File: config.mk
export PLATFORM = sky130hd
export DESIGN_NAME = hazard_ctrl_unit
export DESIGN_NICKNAME = d
export VERILOG_FILES = /design/src/rtl/hu_pkg.sv /design/src/rtl/sat_counter.sv /design/src/rtl/hazard_ctrl_unit.sv
export SDC_FILE = /design/constraint.sdc
export NUM_CORES = 1
export LEC_CHECK = 0
export CAP_MARGIN = 0
export CORE_ASPECT_RATIO = 1.75
export CORE_MARGIN = 2
export CORE_UTILIZATION = 37
export DETAILED_ROUTE_END_ITERATION = 12
export PLACE_DENSITY = 0.72
export SETUP_SLACK_MARGIN = 0.2
export SLEW_MARGIN = 20
export SYNTH_ARGS = -nofsm -noshare
export SYNTH_HDL_FRONTEND = slang
export SYNTH_SLANG_ARGS = --single-unit
export TNS_END_PERCENT = 100
File: constraint.sdc
create_clock -name clk -period 5 [get_ports clk]
set_clock_uncertainty 0.2 [all_clocks]
set_input_delay 0.5 -clock clk [delete_from_list [all_inputs] [get_ports clk]]
set_output_delay 0.5 -clock clk [all_outputs]
set_load 0.05 [all_outputs]
File: src/rtl/hu_pkg.sv
// Shared types and pipeline-control bundle constants for the hazard control unit.
// Field order of ctrl_t fixes the bit layout of every CTRL_* constant below.
package hu_pkg;

    typedef enum logic {
        RUN,
        LU_STALL
    } state_e;

    typedef struct packed {
        logic pc_en;
        logic if_id_en;
        logic id_ex_en;
        logic if_id_flush;
        logic id_ex_flush;
        logic stall_active;
    } ctrl_t;

    localparam ctrl_t CTRL_RUN    = ctrl_t'(6'b111_000);
    localparam ctrl_t CTRL_STALL  = ctrl_t'(6'b001_011);
    localparam ctrl_t CTRL_FREEZE = ctrl_t'(6'b000_000);
    localparam ctrl_t CTRL_FLUSH  = ctrl_t'(6'b111_110);
    localparam ctrl_t CTRL_RESET  = ctrl_t'(6'b001_110);

endpackage

File: src/rtl/sat_counter.sv
// Saturating up-counter with synchronous reset and clear; holds at all-ones.
module sat_counter #(
    parameter int unsigned WIDTH = 16
) (
    input  logic             clk,
    input  logic             rst,
    input  logic             inc,
    input  logic             clr,
    output logic [WIDTH-1:0] count
);

    logic [WIDTH-1:0] count_q;
    logic [WIDTH-1:0] count_d;

    always_comb begin
        count_d = count_q;
        if (inc && (count_q != {WIDTH{1'b1}})) begin
            count_d = count_q + WIDTH'(1);
        end
    end

    always_ff @(posedge clk) begin
        if (rst || clr) begin
            count_q <= '0;
        end else begin
            count_q <= count_d;
        end
    end

    assign count = count_q;

endmodule

File: src/rtl/hazard_ctrl_unit.sv
// Load-use / branch / memory-wait hazard control for a 5-stage pipeline.
// Priority: freeze (mem_busy) > branch flush > load-use stall > run.
module hazard_ctrl_unit
    import hu_pkg::*;
#(
    parameter int unsigned REG_AW     = 2,
    parameter int unsigned LOAD_STALL = 1,
    parameter int unsigned PERF_W     = 16
) (
    input  logic              clk,
    input  logic              rst,
    input  logic [REG_AW-1:0] if_id_ra,
    input  logic [REG_AW-1:0] if_id_rb,
    input  logic              if_id_ra_used,
    input  logic              if_id_rb_used,
    input  logic [REG_AW-1:0] id_ex_rd,
    input  logic              id_ex_mem_read,
    input  logic              bt,
    input  logic              mem_busy,
    output logic              pc_en,
    output logic              if_id_en,
    output logic              id_ex_en,
    output logic              if_id_flush,
    output logic              id_ex_flush,
    output logic              stall_active,
    output logic [PERF_W-1:0] stall_cycles
);

    localparam int unsigned CNT_W = $clog2(LOAD_STALL + 1);

    state_e           state_q, state_d;
    logic [CNT_W-1:0] cnt_q, cnt_d;
    logic             hazard;
    logic             perf_inc;
    ctrl_t            ctrl;

    assign hazard = id_ex_mem_read &
                    ((if_id_ra_used & (if_id_ra == id_ex_rd)) |
                     (if_id_rb_used & (if_id_rb == id_ex_rd)));

    always_comb begin
        state_d  = state_q;
        cnt_d    = cnt_q;
        ctrl     = CTRL_RUN;
        perf_inc = 1'b0;
        if (rst) begin
            ctrl = CTRL_RESET;
        end else if (mem_busy) begin
            // EX is frozen, so bt will be presented again once memory is ready.
            ctrl     = CTRL_FREEZE;
            perf_inc = 1'b1;
        end else if (bt) begin
            ctrl    = CTRL_FLUSH;
            state_d = RUN;
            cnt_d   = '0;
        end else if ((state_q == LU_STALL) || hazard) begin
            ctrl     = CTRL_STALL;
            perf_inc = 1'b1;
            if (state_q == RUN) begin
                if (LOAD_STALL > 1) begin
                    state_d = LU_STALL;
                    cnt_d   = CNT_W'(LOAD_STALL - 1);
                end
            end else begin
                cnt_d = (cnt_q != '0) ? cnt_q - CNT_W'(1) : '0;
                if (cnt_q <= CNT_W'(1)) begin
                    state_d = RUN;
                end
            end
        end
    end

    always_ff @(posedge clk) begin
        if (rst) begin
            state_q <= RUN;
            cnt_q   <= '0;
        end else begin
            state_q <= state_d;
            cnt_q   <= cnt_d;
        end
    end

    sat_counter #(
        .WIDTH(PERF_W)
    ) u_stall_ctr (
        .clk  (clk),
        .rst  (rst),
        .inc  (perf_inc),
        .clr  (1'b0),
        .count(stall_cycles)
    );

    assign pc_en        = ctrl.pc_en;
    assign if_id_en     = ctrl.if_id_en;
    assign id_ex_en     = ctrl.id_ex_en;
    assign if_id_flush  = ctrl.if_id_flush;
    assign id_ex_flush  = ctrl.id_ex_flush;
    assign stall_active = ctrl.stall_active;

endmodule

==> run metrics <==
post-DR wirelength/cell 14.6 µm; H-tree Lvls 1; gr ovfl total 0; Final GP Congestion 0.789; Root Buffer clkbuf_8; CP arrival 2.75 ns; total CTS buffers 3; die height 73.0 µm; Pleak 0.474 nW; Max FO, Critical Path 25; most area-consuming cells after synthesis dfxtp_1 32%, a21oi_1 5.5%, or4_1 4.5%, nand3_1 4.0%, nor2_1 3.4%; HPWL Detailed 2.00 mm; Total Wirelength 2.63 mm; Vias 1087; worst reg2reg setup slack 2.63 ns; post-CTS setup buffers 0; die area 3170 µm²; CP startpoint kind primary input; #FFs+latches synth 16; sequential share of the synthesized area 31.8%; Worst Max-Slew Pin Slew 1.03 ns; hold crit path type reg -> reg; post-synthesis adder-cell area fraction 1.24%; power per cell area 205 nW/µm²; CTS Sinks 16; Starting Density 37.8%; outcome finished, final reports clean; Total Routing Usage GR 18.1%; post-CTS resize count 0; Routed Antenna Nets 0; XOR/XNOR share of the synthesized area 3.48%; largest net degree at the start of global routing 29; most frequent cell after synthesis dfxtp_1; top cell type's share of synthesized area 31.8%; share of cells above drive strength 1 5.23%; largest family of logic cells by synthesized area simple AND/OR/NAND/NOR gates; RSZ-0062 raised after global routing no; CTS clk-pin slew, worst paths 0.06 ns; ys async rst share 0%; most frequent cells after synthesis 16 x dfxtp_1, 11 x a21oi_1, 9 x nor2_1; drc violations 0; Distinct cells, synth 38; area delta synth->final 37.8%; first-pass GRT wire length 4.33 mm; yosys warns 0; Synth Instances 123; # nets final 169; final count of negative-setup-slack endpoints 0; Die Wd 43.4 µm; Synth Net Count 137; simple-gate area share of the yosys netlist 37.1%; initial antenna violation count 0; cell taking the most area after synthesis dfxtp_1; period utilization 69.1%; EDFF count, synth 0; compound-cell area share of the yosys netlist 16.5%; initial drt markers 16; Port Buffers 34; Fmax 290 MHz; WP data required 4.30 ns; Worst slew margin 30.7%; Pins Over Slew Limit 0; number of global-route vias before repair 1016; post-layout min period 3.45 ns; crit path kind in -> out; Largest register FFs 16; Via-to-Cell Ratio 6.04; number of max-cap violations 0; num rows 25; Final Hold Viols 0; Setup Total Neg Slack 0 ns; Mean Syn Cell Area 8.18 µm²; 1st-pass router iterations 4; CTS Hold Bufs 0; Core Area 2660 µm²; CTS tree done; Power Total 0.284 mW; clock tree buffer depth 2; crit path capture type primary output; post-synthesis cell area 1010 µm²; Skew-Pair Late Insertion Delay 0.25 ns; Diodes inserted 0; prevailing post-synth register cell dfxtp_1; mux contribution to synthesized area 5.22%; Max VDD drop 158 µV; num ports 35
==> cell families (layout without fill, tap and decap cells) <==
family | after synthesis | count (layout)
simple gates | 61 | 61
compound gates | 27 | 27
flops | 16 | 16
buf+inv | 10 | 40
xor+xnor | 4 | 4
mux | 4 | 4
fa+ha+maj | 1 | 1
==> cells in the final DEF (no fill, tap or decap) <==
cell / n
clkdlybuf4s50_1: 34
dfxtp_1: 16
a21oi_1: 11
nor2_1: 9
nand2_1: 8
nand3_1: 8
or4_1: 6
nor2b_1: 5
or3_1: 5
nor4_1: 4
nand4_1: 4
o31ai_1: 4
inv_1: 3
o21ai_1: 3
clkbuf_8: 3
nand2b_1: 2
xor2_1: 2
xnor2_1: 2
and4b_1: 2
o21ai_0: 2
o41ai_1: 2
mux2_4: 2
mux2_1: 2
a21o_1: 1
o22ai_1: 1
a21boi_0: 1
nor3_4: 1
nand4_2: 1
nor4_2: 1
nor3b_1: 1
o21a_1: 1
o21ba_1: 1
and3_1: 1
or4b_1: 1
nand4b_1: 1
nor3_1: 1
ha_1: 1
==> path summary, 6_finish.rpt <==
path,end,startpoint,cells after the start
worst max register to register,u_stall_ctr.count[3],u_stall_ctr.count[12],4
worst max-delay path,id_ex_flush,rst,4
worst min-delay path,u_stall_ctr.count[15],u_stall_ctr.count[15],2
worst min register to register,u_stall_ctr.count[15],u_stall_ctr.count[15],2
==> stage by stage <==
step / setup slack, ns / hold WS (ns) / cells / util (%) / instance area (µm²)
after global placement: 1.59 / 0.276 / 177 / 50.6 / 1350
after global routing: 1.37 / 0.350 / 180 / 52.1 / 1390
after detailed placement: 1.50 / 0.298 / 177 / 50.6 / 1350
after CTS: 1.52 / 0.307 / 180 / 52.1 / 1390
after floorplan: 1.40 / 0.516 / 123 / - / 1010
final: 1.55 / 0.310 / 180 / 52.1 / 1390
==> critical path, cell delays in order <==
cell,delay [ns]
clkdlybuf4s50_1,1.01
nand2b_1,0.21
a21boi_0,0.18
clkdlybuf4s50_1,0.84
==> power breakdown <==
part,switching (mW),internal (mW)
Clock,0.0430,0.0535
Combinational,0.0331,0.0234
Sequential,0.00215,0.129
==> routing by layer <==
layer  part of all wire, %  global-route usage, %  vias up
met5                     0                      0        -
met4                   4.1                   14.1        0
met3                   3.9                   3.22        9
met2                    57                   31.5       37
met1                    35                   18.3      515
li1                      -                      -      526
==> cell type report <==
class	count	area, µm²
Fill cell	259	1270
Multi-Input combinational cell	97	639
Timing Repair Buffer	34	340
Sequential cell	16	320
Clock buffer	3	41.3
Tap cell	27	33.8
Inverter	3	11.3
(Power assumes the default switching activity.)
